===== src/rtl/input_event_arbiter.sv =====
// Front-panel input conditioner: synchronise, debounce and edge-detect each
// channel, then serialise rising edges through a round-robin valid/ready port.
module input_event_arbiter #(
    parameter int NUM_CH          = 4,
    parameter int SYNC_STAGES     = 2,
    parameter int DEBOUNCE_CYCLES = 16,
    localparam int CH_W           = (NUM_CH > 1) ? $clog2(NUM_CH) : 1
) (
    input  logic              clk,
    input  logic              rst_n,
    input  logic [NUM_CH-1:0] async_in,
    output logic [NUM_CH-1:0] stable_state,
    output logic              evt_valid,
    input  logic              evt_ready,
    output logic [CH_W-1:0]   evt_ch,
    input  logic              overrun_clr,
    output logic              evt_overrun
);

    localparam int CNT_W = $clog2(DEBOUNCE_CYCLES);
    localparam logic [CNT_W-1:0] CNT_MAX = CNT_W'(DEBOUNCE_CYCLES - 1);
    localparam logic [CH_W-1:0] LAST_CH = CH_W'(NUM_CH - 1);

    logic [NUM_CH-1:0] sync_q [SYNC_STAGES];
    logic [NUM_CH-1:0] sync_w;

    logic [CNT_W-1:0]  cnt_q [NUM_CH];
    logic [CNT_W-1:0]  cnt_d [NUM_CH];
    logic [NUM_CH-1:0] stable_q, stable_d;
    logic [NUM_CH-1:0] rise_q, rise_d;

    logic [NUM_CH-1:0] pending_q, pending_d;
    logic [NUM_CH-1:0] overrun_q, overrun_d;
    logic [NUM_CH-1:0] take_vec;
    logic [NUM_CH-1:0] ovr_set;

    logic              evt_valid_q, evt_valid_d;
    logic [CH_W-1:0]   evt_ch_q, evt_ch_d;
    logic [CH_W-1:0]   ptr_q, ptr_d;

    logic              load;
    logic              found;
    logic [CH_W-1:0]   grant_idx;

    // First requester at or after ptr, wrapping; MSB of result is "found".
    function automatic logic [CH_W:0] rr_pick(
        input logic [NUM_CH-1:0] req,
        input logic [CH_W-1:0]   ptr
    );
        logic [CH_W:0] r;
        int            idx;
        r = '0;
        for (int off = 0; off < NUM_CH; off++) begin
            idx = (int'(ptr) + off) % NUM_CH;
            if (!r[CH_W] && req[idx]) begin
                r = {1'b1, CH_W'(idx)};
            end
        end
        return r;
    endfunction

    always_ff @(posedge clk or negedge rst_n) begin
        if (!rst_n) begin
            for (int s = 0; s < SYNC_STAGES; s++) begin
                sync_q[s] <= '0;
            end
        end else begin
            sync_q[0] <= async_in;
            for (int s = 1; s < SYNC_STAGES; s++) begin
                sync_q[s] <= sync_q[s-1];
            end
        end
    end

    assign sync_w = sync_q[SYNC_STAGES-1];

    always_comb begin
        stable_d = stable_q;
        for (int i = 0; i < NUM_CH; i++) begin
            cnt_d[i] = '0;
            if (sync_w[i] != stable_q[i]) begin
                if (cnt_q[i] == CNT_MAX) begin
                    stable_d[i] = ~stable_q[i];
                end else begin
                    cnt_d[i] = cnt_q[i] + CNT_W'(1);
                end
            end
        end
        rise_d = stable_d & ~stable_q;
    end

    always_ff @(posedge clk or negedge rst_n) begin
        if (!rst_n) begin
            for (int i = 0; i < NUM_CH; i++) begin
                cnt_q[i] <= '0;
            end
            stable_q <= '0;
            rise_q   <= '0;
        end else begin
            for (int i = 0; i < NUM_CH; i++) begin
                cnt_q[i] <= cnt_d[i];
            end
            stable_q <= stable_d;
            rise_q   <= rise_d;
        end
    end

    assign load = !evt_valid_q || evt_ready;
    assign {found, grant_idx} = rr_pick(pending_q, ptr_q);

    // A rise coinciding with the load of its own channel re-arms pending.
    always_comb begin
        take_vec = '0;
        if (load && found) begin
            take_vec[grant_idx] = 1'b1;
        end
        pending_d = (pending_q & ~take_vec) | rise_q;
        ovr_set   = rise_q & pending_q & ~take_vec;
        overrun_d = (overrun_clr ? '0 : overrun_q) | ovr_set;
    end

    always_comb begin
        evt_valid_d = evt_valid_q;
        evt_ch_d    = evt_ch_q;
        ptr_d       = ptr_q;
        if (load) begin
            evt_valid_d = found;
            if (found) begin
                evt_ch_d = grant_idx;
                ptr_d    = (grant_idx == LAST_CH) ? '0 : grant_idx + CH_W'(1);
            end
        end
    end

    always_ff @(posedge clk or negedge rst_n) begin
        if (!rst_n) begin
            pending_q   <= '0;
            overrun_q   <= '0;
            evt_valid_q <= 1'b0;
            evt_ch_q    <= '0;
            ptr_q       <= '0;
        end else begin
            pending_q   <= pending_d;
            overrun_q   <= overrun_d;
            evt_valid_q <= evt_valid_d;
            evt_ch_q    <= evt_ch_d;
            ptr_q       <= ptr_d;
        end
    end

    assign stable_state = stable_q;
    assign evt_valid    = evt_valid_q;
    assign evt_ch       = evt_ch_q;
    assign evt_overrun  = |overrun_q;

endmodule


===== config.mk =====
export PLATFORM = sky130hd
export DESIGN_NAME = input_event_arbiter
export DESIGN_NICKNAME = d
export VERILOG_FILES = /design/src/rtl/input_event_arbiter.sv
export SDC_FILE = /design/constraint.sdc
export NUM_CORES = 1
export LEC_CHECK = 0
export ABC_AREA = 1
export CORE_MARGIN = 2
export CORE_UTILIZATION = 30
export DETAILED_ROUTE_END_ITERATION = 8
export GPL_TIMING_DRIVEN = 0
export HOLD_SLACK_MARGIN = 0.02
export REMOVE_ABC_BUFFERS = 1
export SKIP_CTS_REPAIR_TIMING = 1
export SLEW_MARGIN = 40
export SYNTH_ARGS = -nofsm -noshare
export SYNTH_HDL_FRONTEND = slang
export SYNTH_SLANG_ARGS = --single-unit

===== constraint.sdc =====
create_clock -name clk -period 5 [get_ports clk]
set_input_delay 1 -clock clk [delete_from_list [all_inputs] [get_ports clk]]
set_output_delay 1 -clock clk [all_outputs]
set_load 0.005 [all_outputs]

# --- Word-level counts from Yosys, hierarchy flattened ---
# Index checks and enable logic that the tools add are counted.
totals:
  ff_bits: 45
  latchBits: 0
  ram_bits: 0
  rom_bits: 0
  in_bits: 8
  out_inout_bits: 8
  wordCells: 102
  memories: 0
op_classes:
  add_sub_neg: 8
  multipliers: 0
  n_div: 0
  magnitude_cmp: 6
  n_eq_ne: 9
  n_shift: 0
  n_mux: 36
  bitwise_logic: 15
  reduce_logical: 15
op_table:
  columns: ["op", "n"]
  rows:
  - ["$mux 4", 10]
  - ["$add 4x1->4 const B", 4]
  - ["$and 4x4->4", 4]
  - ["$eq 4x4->1 const B", 4]
  - ["$mux 1", 16]
  - ["$lt 3x4->1 const B", 3]
  - ["$mux 3", 4]
  - ["$bmux 1 s2", 4]
  - ["$not 4->4", 2]
  - ["$or 4x4->4", 2]
  - ["$lt 2x3->1 const B", 2]
  - ["$reduce_or 2->1", 3]
  - ["$logic_and 1x1->1", 5]
  - ["$add 2x1->2 const B", 2]
  - ["$add 2x2->2 const B", 2]
  - ["$logic_not 1->1", 4]
  - ["$ne 1x1->1", 4]
  - ["$not 1->1", 4]
  - ["$reduce_or 4->1", 1]
  - ["$and 1x1->1 const A", 3]
  - ["$demux 1 s2", 1]
  - ["$eq 2x2->1 const B", 1]
  - ["$ge 2x1->1 const B", 1]
  - ["$mux 2", 1]
  - ["2 further kinds", 2]

# --- Depth between registers and ports, before layout ---
# Gate-level depths: netlist (run 1).
depth:
  word_depth: 22
  ltp_mapped: 14
  depth_no_buf: 14

# --- Worst setup path after synthesis (run 1) ---
# No wires, ideal clock.
synth_path:
  kind: "register to output"
  start: "reg overrun_q[3]"
  end: "out evt_overrun"
  arrival_time_ps: 875
  required_time_ps: 4000
  slack_ps: 3125
  path_stages_with_launch: 2
  n_path_buf: 0
  cell_sequence: "dfrtp_1 or4_1"
synth_between:
  elab_chain_cells: 1
synth_rtl:
  columns: ["element", "line_no", "text"]
  rows:
  - ["start, declared", "33", "logic [NUM_CH-1:0] overrun_q, overrun_d;"]
  - ["start signal, assigned", "144", "overrun_q <= overrun_d;"]
  - ["$reduce_or 4->1", "154", "assign evt_overrun = |overrun_q;"]
  - ["end, declared", "17", "output logic evt_overrun"]
# Every way passes these cells.

# --- Worst setup path after layout (run 1) ---
# Same ends and word-level chain as after synthesis.

==> results of run 1 <==
-- flip-flops by register name, summed over array words and instances, names as in the netlist --
register / cells
cnt_q: 16
overrun_q: 4
pending_q: 4
rise_q: 4
stable_state: 4
sync_q: 4
sync_w: 4
evt_ch: 2
ptr_q: 2
evt_valid: 1
-- cell type report --
type                    count  area, um2
fillers                   691       4330
multi-input cells         144        805
flip-flops and latches     45       1130
clock buffers               7       96.3
repair buffers             16        168
inverters                  34        128
well taps                  80        100
clock inverters             1       5.00
-- power groups by stage --
stage | sequential [W] | clock [W] | combinational, W
4_1_cts | 0.000450 | 0.000249 | 0.000512
5_1_grt | 0.000455 | 0.000267 | 0.000587
6_report | 0.000449 | 0.000235 | 0.000498
3_3_place_gp | 0.000455 | 0 | 0.000504
3_5_place_dp | 0.000457 | 0 | 0.000507
2_1_floorplan | 0.000449 | 0 | 0.000386
-- worst max-delay path: stages (launching register included) --
cell,delay [ns]
dfrtp_1,0.37
or4_1,0.55
clkdlybuf4s50_1,0.47
-- path summary, 6_finish.rpt --
path / endpoint / cells after the start / slack, ns / from
max in group asynchronous: stable_state[3] / 2 / 4.04 / rst_n
max: evt_overrun / 2 / 2.33 / overrun_q[3]
max reg2reg: ptr_q[1] / 12 / 2.81 / ptr_q[0]
min in group asynchronous: cnt_q[6] / 1 / 0.56 / rst_n
min reg2reg: sync_w[2] / 0 / 0.35 / sync_q[6]
min: sync_w[2] / 0 / 0.35 / sync_q[6]
-- layer usage --
metal | share of wire | up-vias | GRT usage | routed length (um)
li1 | - | 737 | - | -
met1 | 0.50 | 645 | 0.123 | 1550
met2 | 0.46 | 19 | 0.145 | 1440
met3 | 0.033 | 4 | 0.0284 | 104
met4 | 0.0099 | 0 | 0.0336 | 31
met5 | 0 | - | 0 | 0
-- stage by stage --
| stage | total power (W) | hold slack (ns) | utilization | area [um2] |
|---|---|---|---|---|
| 5_1_grt | 0.00131 | 0.362 | 0.359 | 2430 |
| 4_1_cts | 0.00121 | 0.355 | 0.359 | 2430 |
| 3_5_place_dp | 0.000964 | 0.336 | 0.344 | 2330 |
| 6_report | 0.00118 | 0.353 | 0.359 | 2430 |
| 2_1_floorplan | 0.000835 | 0.331 | - | 2060 |
| 3_3_place_gp | 0.000959 | 0.333 | 0.342 | 2310 |
-- cell usage in the layout (no fill, tap or decap) --
master / n
nand2_2: 10
ha_1: 8
dfrtp_1: 45
inv_1: 33
nand4_1: 1
buf_12: 1
nor2_4: 1
buf_4: 1
o21ai_2: 2
o21ai_1: 1
nand2_4: 1
nor2_1: 16
xnor2_1: 8
clkinv_2: 1
or4_1: 1
xor2_1: 4
nor3_1: 4
nand3_1: 18
clkdlybuf4s50_1: 14
inv_2: 1
o21bai_2: 4
clkbuf_8: 7
nand3_2: 1
nand2_1: 54
o21ai_0: 10
-- kinds of logic after synthesis --
logic type | count (synthesis)
XOR/XNOR | 12
AO/OA/AOI/OAI | 17
buffers and inverters | 36
AND/OR/NAND/NOR | 107
flip-flops | 45
adder cells (fa/ha/maj) | 8
==> summary.txt, run 1 <==
Synthesis
  – Adder-Cell Fraction of Synth Area: 0.0479
  – Largest family of logic cells by synthesized area: simple AND/OR/NAND/NOR gates
  – Seq/Total Area, Yosys: 0.539
  – Synth top area cells: dfrtp_1 54%, nand2_1 9.7%, inv_1 5.9%, ha_1 4.8%, nand3_1 4.3%
  – Synth warn: 0
  – Post-synth EDFFs: 0
  – Synth area leader: dfrtp_1
  – Mux cell area share after synthesis: 0
  – Area share of and/or/nand/nor cells after synthesis: 0.231
  – Top-count cell post-synth: nand2_1
  – Post-synth ARST share: 1.00
  – Post-synth top flop: dfrtp_1
  – Netlist cell types: 22
  – Compound-gate portion of the synthesized area: 0.0563
  – Post-Synth XOR/XNOR Area: 0.0503
  – Post-synth top cells: 54 x nand2_1, 45 x dfrtp_1, 33 x inv_1, 18 x nand3_1, 16 x nor2_1
  – Post-Syn Instances: 225
  – #FFs+latches synth: 45
  – Area of the mapped netlist: 0.00209 mm2
  – Share of the synthesized area in the top cell type: 0.539
  – Syn Area/Cell: 9.29 um2

STA
  – Unrepaired setup endpoints after global routing: no
  – Slew @ Worst Pin: 0.357 ns
  – Fin crit share: 0.535
  – Min cycle time layout: 2.67 ns
  – Worst-case headroom to the max-slew limit: 0.762
  – Final setup viols: 0
  – Fmax: 374 MHz
  – Max-slew violation count: 0
  – Worst-case clock skew: 0.00347 ns
  – Final WS setup: 2.33 ns
  – Total negative setup slack: 0 ns
  – Final hold vios: 0

Power
  – Pwr dens: 487 mW/mm2
  – Share of total power in the clock network: 0.199
  – Part of the power in registers: 0.380
  – Leak: 1.24 nW
  – Combinational power share: 0.421
  – Peak VDD IR: 0.000175 V
  – Sw Ratio: 0.407
  – Int Pwr: 0.000701 W
  – Net switching power: 0.000481 W

Setup path
  – CP startpoint kind: flip-flop
  – Crit-path max FO: 2
  – Critical Path AT: 1.67 ns
  – CP Capture Type: output pin
  – WS Path Type: flip-flop to output pin
  – CP required: 4.00 ns

Floorplanning
  – Total core area: 0.00676 mm2
  – IO Pins: 16
  – Die width: 87.5 um
  – Core Rows: 30
  – DIE AREA: 0.00765 mm2
  – Initial core utilization: 0.309
  – Die Y: 87.5 um

Cells and area
  – Nets: 262
  – Post-Layout Cell Count: 327
  – N_diodes: 0
  – Share of cells above drive strength 1: 0.121
  – Area delta synth->final: 16.2%

Global route
  – GRT Residual Overflow: 0
  – Pin count of the biggest net entering global routing: 32
  – Total GRT Usage: 0.0934
  – Number of global-route vias before repair: 1323
  – Initial antenna violation count: 0
  – Global-route wire length before repair: 5620 um

Clock network
  – CTS root buf: clkbuf_8
  – H-Tree Depth: 2
  – CTS Buffer Depth: 2
  – CTS buffer count: 5
  – Clock slew seen by the registers of the worst setup and hold paths: 0.07 ns
  – CTS tree: yes
  – Clock sinks: 45
  – Worst skew pair latency: 0.28 ns

Place
  – GPL Wtd Cong: 0.850
  – Place WS: 2.65 ns
  – Placed Cells: 319
  – Hpwl dp: 2400 um
  – # port buffers: 15

Run
  – Max-Cap Viols: 0

Drt
  – Detailed-route wire length per cell: 9.56 um
  – Initial DRC count: 86
  – Drt pass-1 iters: 4
  – Routed vias/inst: 4.30
  – WL final: 3130 um
  – Via count: 1405
  – Post-DRT Antenna Nets: 0
  – Drc violations: 0

Status
  – Status: completed

Min path
  – HP Class: flip-flop to flip-flop
(Power assumes the default switching activity.)
==> inputs of run 2 (changes only) <==
==> constraint.sdc (replaced) <==
create_clock -name clk -period 2.21 [get_ports clk]
set_input_delay 0.442 -clock clk [delete_from_list [all_inputs] [get_ports clk]]
set_output_delay 0.442 -clock clk [all_outputs]
set_load 0.005 [all_outputs]
==> summary.txt, run 2 (synthesis gave the netlist of run 1 again) <==
Status
  – Status: completed

STA
  – Fin crit share: 0.957
  – Final setup viols: 0
  – Fmax: 473 MHz
  – Max-slew violation count: 0
  – Unrepaired setup endpoints after global routing: no
  – Slew @ Worst Pin: 0.281 ns
  – Worst hold-check slack: 0.353 ns
  – Final hold vios: 0
  – Final WS setup: 0.0951 ns
  – Min cycle time layout: 2.11 ns
  – Worst-case headroom to the max-slew limit: 0.811
  – Worst-case clock skew: 0.00342 ns

Setup path
  – CP required: 1.77 ns
  – Reg2Reg Depth: 13
  – Worst R2R Setup Slack: 0.26 ns
  – Worst path depth: 2
  – WS Path Type: flip-flop to output pin
  – Crit-path max FO: 2
  – Reg2reg end: pending_q[3]
  – Cell chain of the critical path: or4_1 -> clkdlybuf4s50_1
  – CP Capture Type: output pin
  – Max stage delay on crit path: 0.55 ns
  – Slowest-stage cell, CP: or4_1
  – CP startpoint kind: flip-flop
  – Crit-path leading delay family: simple AND/OR/NAND/NOR gates
  – Reg-to-Reg Start: ptr_q[0]
  – Bufs and invs on worst path: 1
  – Critical Path AT: 1.67 ns

Clock network
  – Clock slew seen by the registers of the worst setup and hold paths: 0.07 ns
  – CTS Buffer Depth: 2
  – Worst skew pair latency: 0.28 ns
  – CTS tree: yes
  – H-Tree Depth: 2
  – Clock sinks: 45
  – CTS root buf: clkbuf_8
  – CTS buffer count: 5

Place
  – Placed Cells: 319
  – # port buffers: 15
  – GPL Wtd Cong: 0.850
  – Hpwl dp: 2400 um
  – Place WS: 0.0282 ns

Power
  – Pwr dens: 1100 mW/mm2
  – Tot Pwr: 0.00270 W
  – Peak VDD IR: 0.000396 V
  – Leak: 1.25 nW

Global route
  – GRT Residual Overflow: 0
  – Initial antenna violation count: 0
  – Number of global-route vias before repair: 1323
  – Pin count of the biggest net entering global routing: 32
  – Global-route wire length before repair: 5620 um
  – Total GRT Usage: 0.0934

Cells and area
  – Post-Layout Cell Count: 328
  – Filler cells: 691
  – Most common cell after layout, fill and taps aside: nand2_1
  – Most frequent cells in the layout: 54 x nand2_1, 44 x dfrtp_1, 32 x inv_1, 17 x nand3_1, 16 x nor2_1
  – Area delta synth->final: 16.9%
  – N_diodes: 0
  – Nets: 263
  – Largest register by flop count: cnt_q
  – Largest register FFs: 16
  – Final core occ: 0.362
  – Share of cells above drive strength 1: 0.133

Min path
  – HP Class: flip-flop to flip-flop
  – Hold EP: sync_w[2]
  – Cell depth of the worst hold path: 0
  – Hold Crit Start: sync_q[6]

Drt
  – Post-DRT Antenna Nets: 0
  – Drt pass-1 iters: 4
  – Initial DRC count: 59
  – Routed vias/inst: 4.30
  – WL final: 3130 um
  – Drc violations: 0
  – Via count: 1409
  – Detailed-route wire length per cell: 9.53 um

Floorplanning
  – Die width: 87.5 um
  – DIE AREA: 0.00765 mm2
  – Die Y: 87.5 um
  – Total core area: 0.00676 mm2
  – Initial core utilization: 0.309
  – IO Pins: 16
  – Core Rows: 30

Run
  – Max-Cap Viols: 0
==> run 2: cell count changes in the layout (fill, tap and decap cells not counted) <==
cell | previous run | this run
inv_2 | 1 | 2
inv_1 | 33 | 32
dfrtp_1 | 45 | 44
dfrtp_2 | 0 | 1
dlygate4sd3_1 | 0 | 1
nand3_1 | 18 | 17
nand3_2 | 1 | 2
==> run 2: metal layers <==
layer	share of wire	wire length (um)	up-vias	global-route usage
met5	0	0	-	0
met4	0.0099	31	0	0.0336
met3	0.032	100	4	0.0284
met2	0.46	1450	17	0.145
met1	0.49	1550	648	0.123
li1	-	-	740	-
==> run 2: worst max-delay path by stage <==
stage	from	end	slack, ns
after floorplan	ptr_q[0]	ptr_q[1]	0.37
after global placement	rst_n	evt_valid	-0.51
after detailed placement	ptr_q[0]	ptr_q[1]	0.03
after CTS	ptr_q[0]	ptr_q[1]	0.02
after global routing	overrun_q[3]	evt_overrun	0.007
final	overrun_q[3]	evt_overrun	0.1
==> run 2: cell type report <==
cell class	count	area [um2]	area share
Sequential cell	45	1130	0.461
Multi-Input combinational cell	144	810	0.331
Timing Repair Buffer	17	178	0.0727
Inverter	34	128	0.0522
Tap cell	80	100	0.0410
Clock buffer	7	96.3	0.0394
Clock inverter	1	5.00	0.00205
==> run 2: worst reg2reg max path, delay by kind of cell (launching register included) <==
kind / cells / cell delay [ns]
adder cells (fa/ha/maj): 1 / 0.14
buffers and inverters: 3 / 0.28
flip-flops: 1 / 0.49
AND/OR/NAND/NOR: 8 / 0.75
AO/OA/AOI/OAI: 1 / 0.17
==> run 2: stage by stage <==
step | instance area, um2 | TNS, ns
5_1_grt | 2440 | 0
2_1_floorplan | 2060 | 0
4_1_cts | 2430 | 0
3_5_place_dp | 2330 | 0
3_3_place_gp | 2310 | -22.72
6_report | 2440 | 0
==> run 2: power by group <==
group / internal [W] / switching, W / leakage (nW)
Clock: 0.000282 / 0.000249 / 0.0542
Combinational: 0.000392 / 0.000752 / 0.602
Sequential: 0.000924 / 0.0000967 / 0.589
Total: 0.00160 / 0.00110 / 1.25
==> inputs of run 3 (changes only) <==
--- a/config.mk
+++ b/config.mk
@@ -8,8 +8,8 @@
 export ABC_AREA = 1
 export CORE_MARGIN = 2
 export CORE_UTILIZATION = 30
+export CTS_CLUSTER_SIZE = 8
 export DETAILED_ROUTE_END_ITERATION = 8
-export GPL_TIMING_DRIVEN = 0
 export HOLD_SLACK_MARGIN = 0.02
 export REMOVE_ABC_BUFFERS = 1
 export SKIP_CTS_REPAIR_TIMING = 1
==> summary.txt, run 3 (synthesis gave the netlist of run 1 again) <==
STA
  – Final hold vios: 0
  – Min cycle time layout: 2.11 ns
  – Unrepaired setup endpoints after global routing: no
  – Total negative setup slack: 0 ns
  – Worst-case clock skew: 0.00604 ns
  – Slew @ Worst Pin: 0.552 ns
  – Max-slew violation count: 0
  – Final setup viols: 0
  – Fin crit share: 0.957
  – Fmax: 473 MHz
  – Worst-case headroom to the max-slew limit: 0.632

Setup path
  – WS Path Type: flip-flop to output pin
  – Cell chain of the critical path: or4_1 -> clkdlybuf4s50_1
  – CP startpoint kind: flip-flop
  – Critical Path AT: 1.67 ns
  – CP required: 1.77 ns
  – Max stage delay on crit path: 0.50 ns
  – Crit-path max FO: 2
  – CP Capture Type: output pin
  – Slowest-stage cell, CP: or4_1

Cells and area
  – Share of cells above drive strength 1: 0.130
  – Most common cell after layout, fill and taps aside: nand2_1
  – Largest register by flop count: cnt_q
  – Nets: 262
  – N_diodes: 0
  – Largest register FFs: 16
  – Most frequent cells in the layout: 54 x nand2_1, 44 x dfrtp_1, 32 x inv_1, 18 x nand3_1, 16 x nor2_1
  – Area delta synth->final: 16.4%
  – Filler cells: 691
  – Post-Layout Cell Count: 327

Power
  – Peak VDD IR: 0.000676 V
  – Leak: 1.24 nW
  – Pwr dens: 1150 mW/mm2

Clock network
  – H-Tree Depth: 2
  – CTS Buffer Depth: 2
  – CTS root buf: clkbuf_8
  – CTS buffer count: 5
  – CTS tree: yes
  – Worst skew pair latency: 0.29 ns
  – Clock sinks: 45
  – Clock slew seen by the registers of the worst setup and hold paths: 0.09 ns

Drt
  – WL final: 3270 um
  – Post-DRT Antenna Nets: 0
  – Via count: 1431
  – Initial DRC count: 60
  – Detailed-route wire length per cell: 9.99 um
  – Drc violations: 0
  – Routed vias/inst: 4.38
  – Drt pass-1 iters: 4

Floorplanning
  – Die width: 87.5 um
  – Core Rows: 30
  – Die Y: 87.5 um
  – IO Pins: 16
  – DIE AREA: 0.00765 mm2
  – Total core area: 0.00676 mm2
  – Initial core utilization: 0.309

Place
  – # port buffers: 15
  – GPL Wtd Cong: 0.918
  – Hpwl dp: 2430 um
  – Placed Cells: 319

Status
  – Status: completed

Global route
  – Number of global-route vias before repair: 1432
  – GRT Residual Overflow: 0
  – Initial antenna violation count: 0
  – Global-route wire length before repair: 6070 um
  – Total GRT Usage: 0.0991
  – Pin count of the biggest net entering global routing: 46

Run
  – Max-Cap Viols: 0

Min path
  – HP Class: input port to asynchronous set/reset pin
## run 3: cell count changes in the layout (fill, tap and decap cells not counted)
cell	before	now
buf_12	1	0
buf_2	0	1
bufinv_16	0	1
clkbuf_8	7	6
clkinv_2	1	0
clkinvlp_4	0	1
dlygate4sd3_1	1	0
nand3_1	17	18
nand3_2	2	1
## run 3: cell type report
| type | instances | area, um2 | share of cell area |
|---|---|---|---|
| clock inverter | 2 | 37.5 | 0.0154 |
| clock buffer | 6 | 82.6 | 0.0340 |
| timing repair buffer | 16 | 153 | 0.0628 |
| sequential | 45 | 1130 | 0.463 |
| multi-input combinational | 144 | 805 | 0.331 |
| tap | 80 | 100 | 0.0412 |
| inverter | 34 | 128 | 0.0525 |
## run 3: through the flow
stage          cell area (um2)  hold slack [ns]  power, W  worst slack [ns]   util
4_1_cts                   2430            0.235   0.00285            0.0736  0.360
3_3_place_gp              2310            0.332   0.00218             0.199  0.342
3_5_place_dp              2310            0.336   0.00219             0.127  0.342
5_1_grt                   2430            0.283   0.00307            0.0276  0.360
2_1_floorplan             2060            0.146   0.00189             0.371      -
6_report                  2430            0.219   0.00280            0.0958  0.360
## run 3: worst max-delay path: cells and delay by family (launching register included)
kind / cells / cell delay (ns)
buffers and inverters: 1 / 0.49
DFF: 1 / 0.39
and+or+nand+nor: 1 / 0.50
## run 3: final timing paths
check,from,to,slack (ns),cells past startpoint
max in group asynchronous,rst_n,ptr_q[0],1.59,2
max reg2reg,ptr_q[0],ptr_q[1],0.26,11
min reg2reg,sync_q[6],sync_w[2],0.35,0
min,rst_n,stable_state[2],0.22,2
max,overrun_q[1],evt_overrun,0.1,2
min in group clk,sync_q[6],sync_w[2],0.35,0
## run 3: per-layer routing
metal	part of all wire	track usage	routed length, um
met3	0.037	0.0237	121
met5	0	0	0
met4	0.012	0.0336	39
met1	0.47	0.125	1530
met2	0.48	0.166	1580
## run 3: where the power goes
part	internal (W)	switching [W]	total, W
clock network	0.000368	0.000274	0.000641
logic	0.000383	0.000756	0.00114
registers	0.000923	0.0000964	0.00102
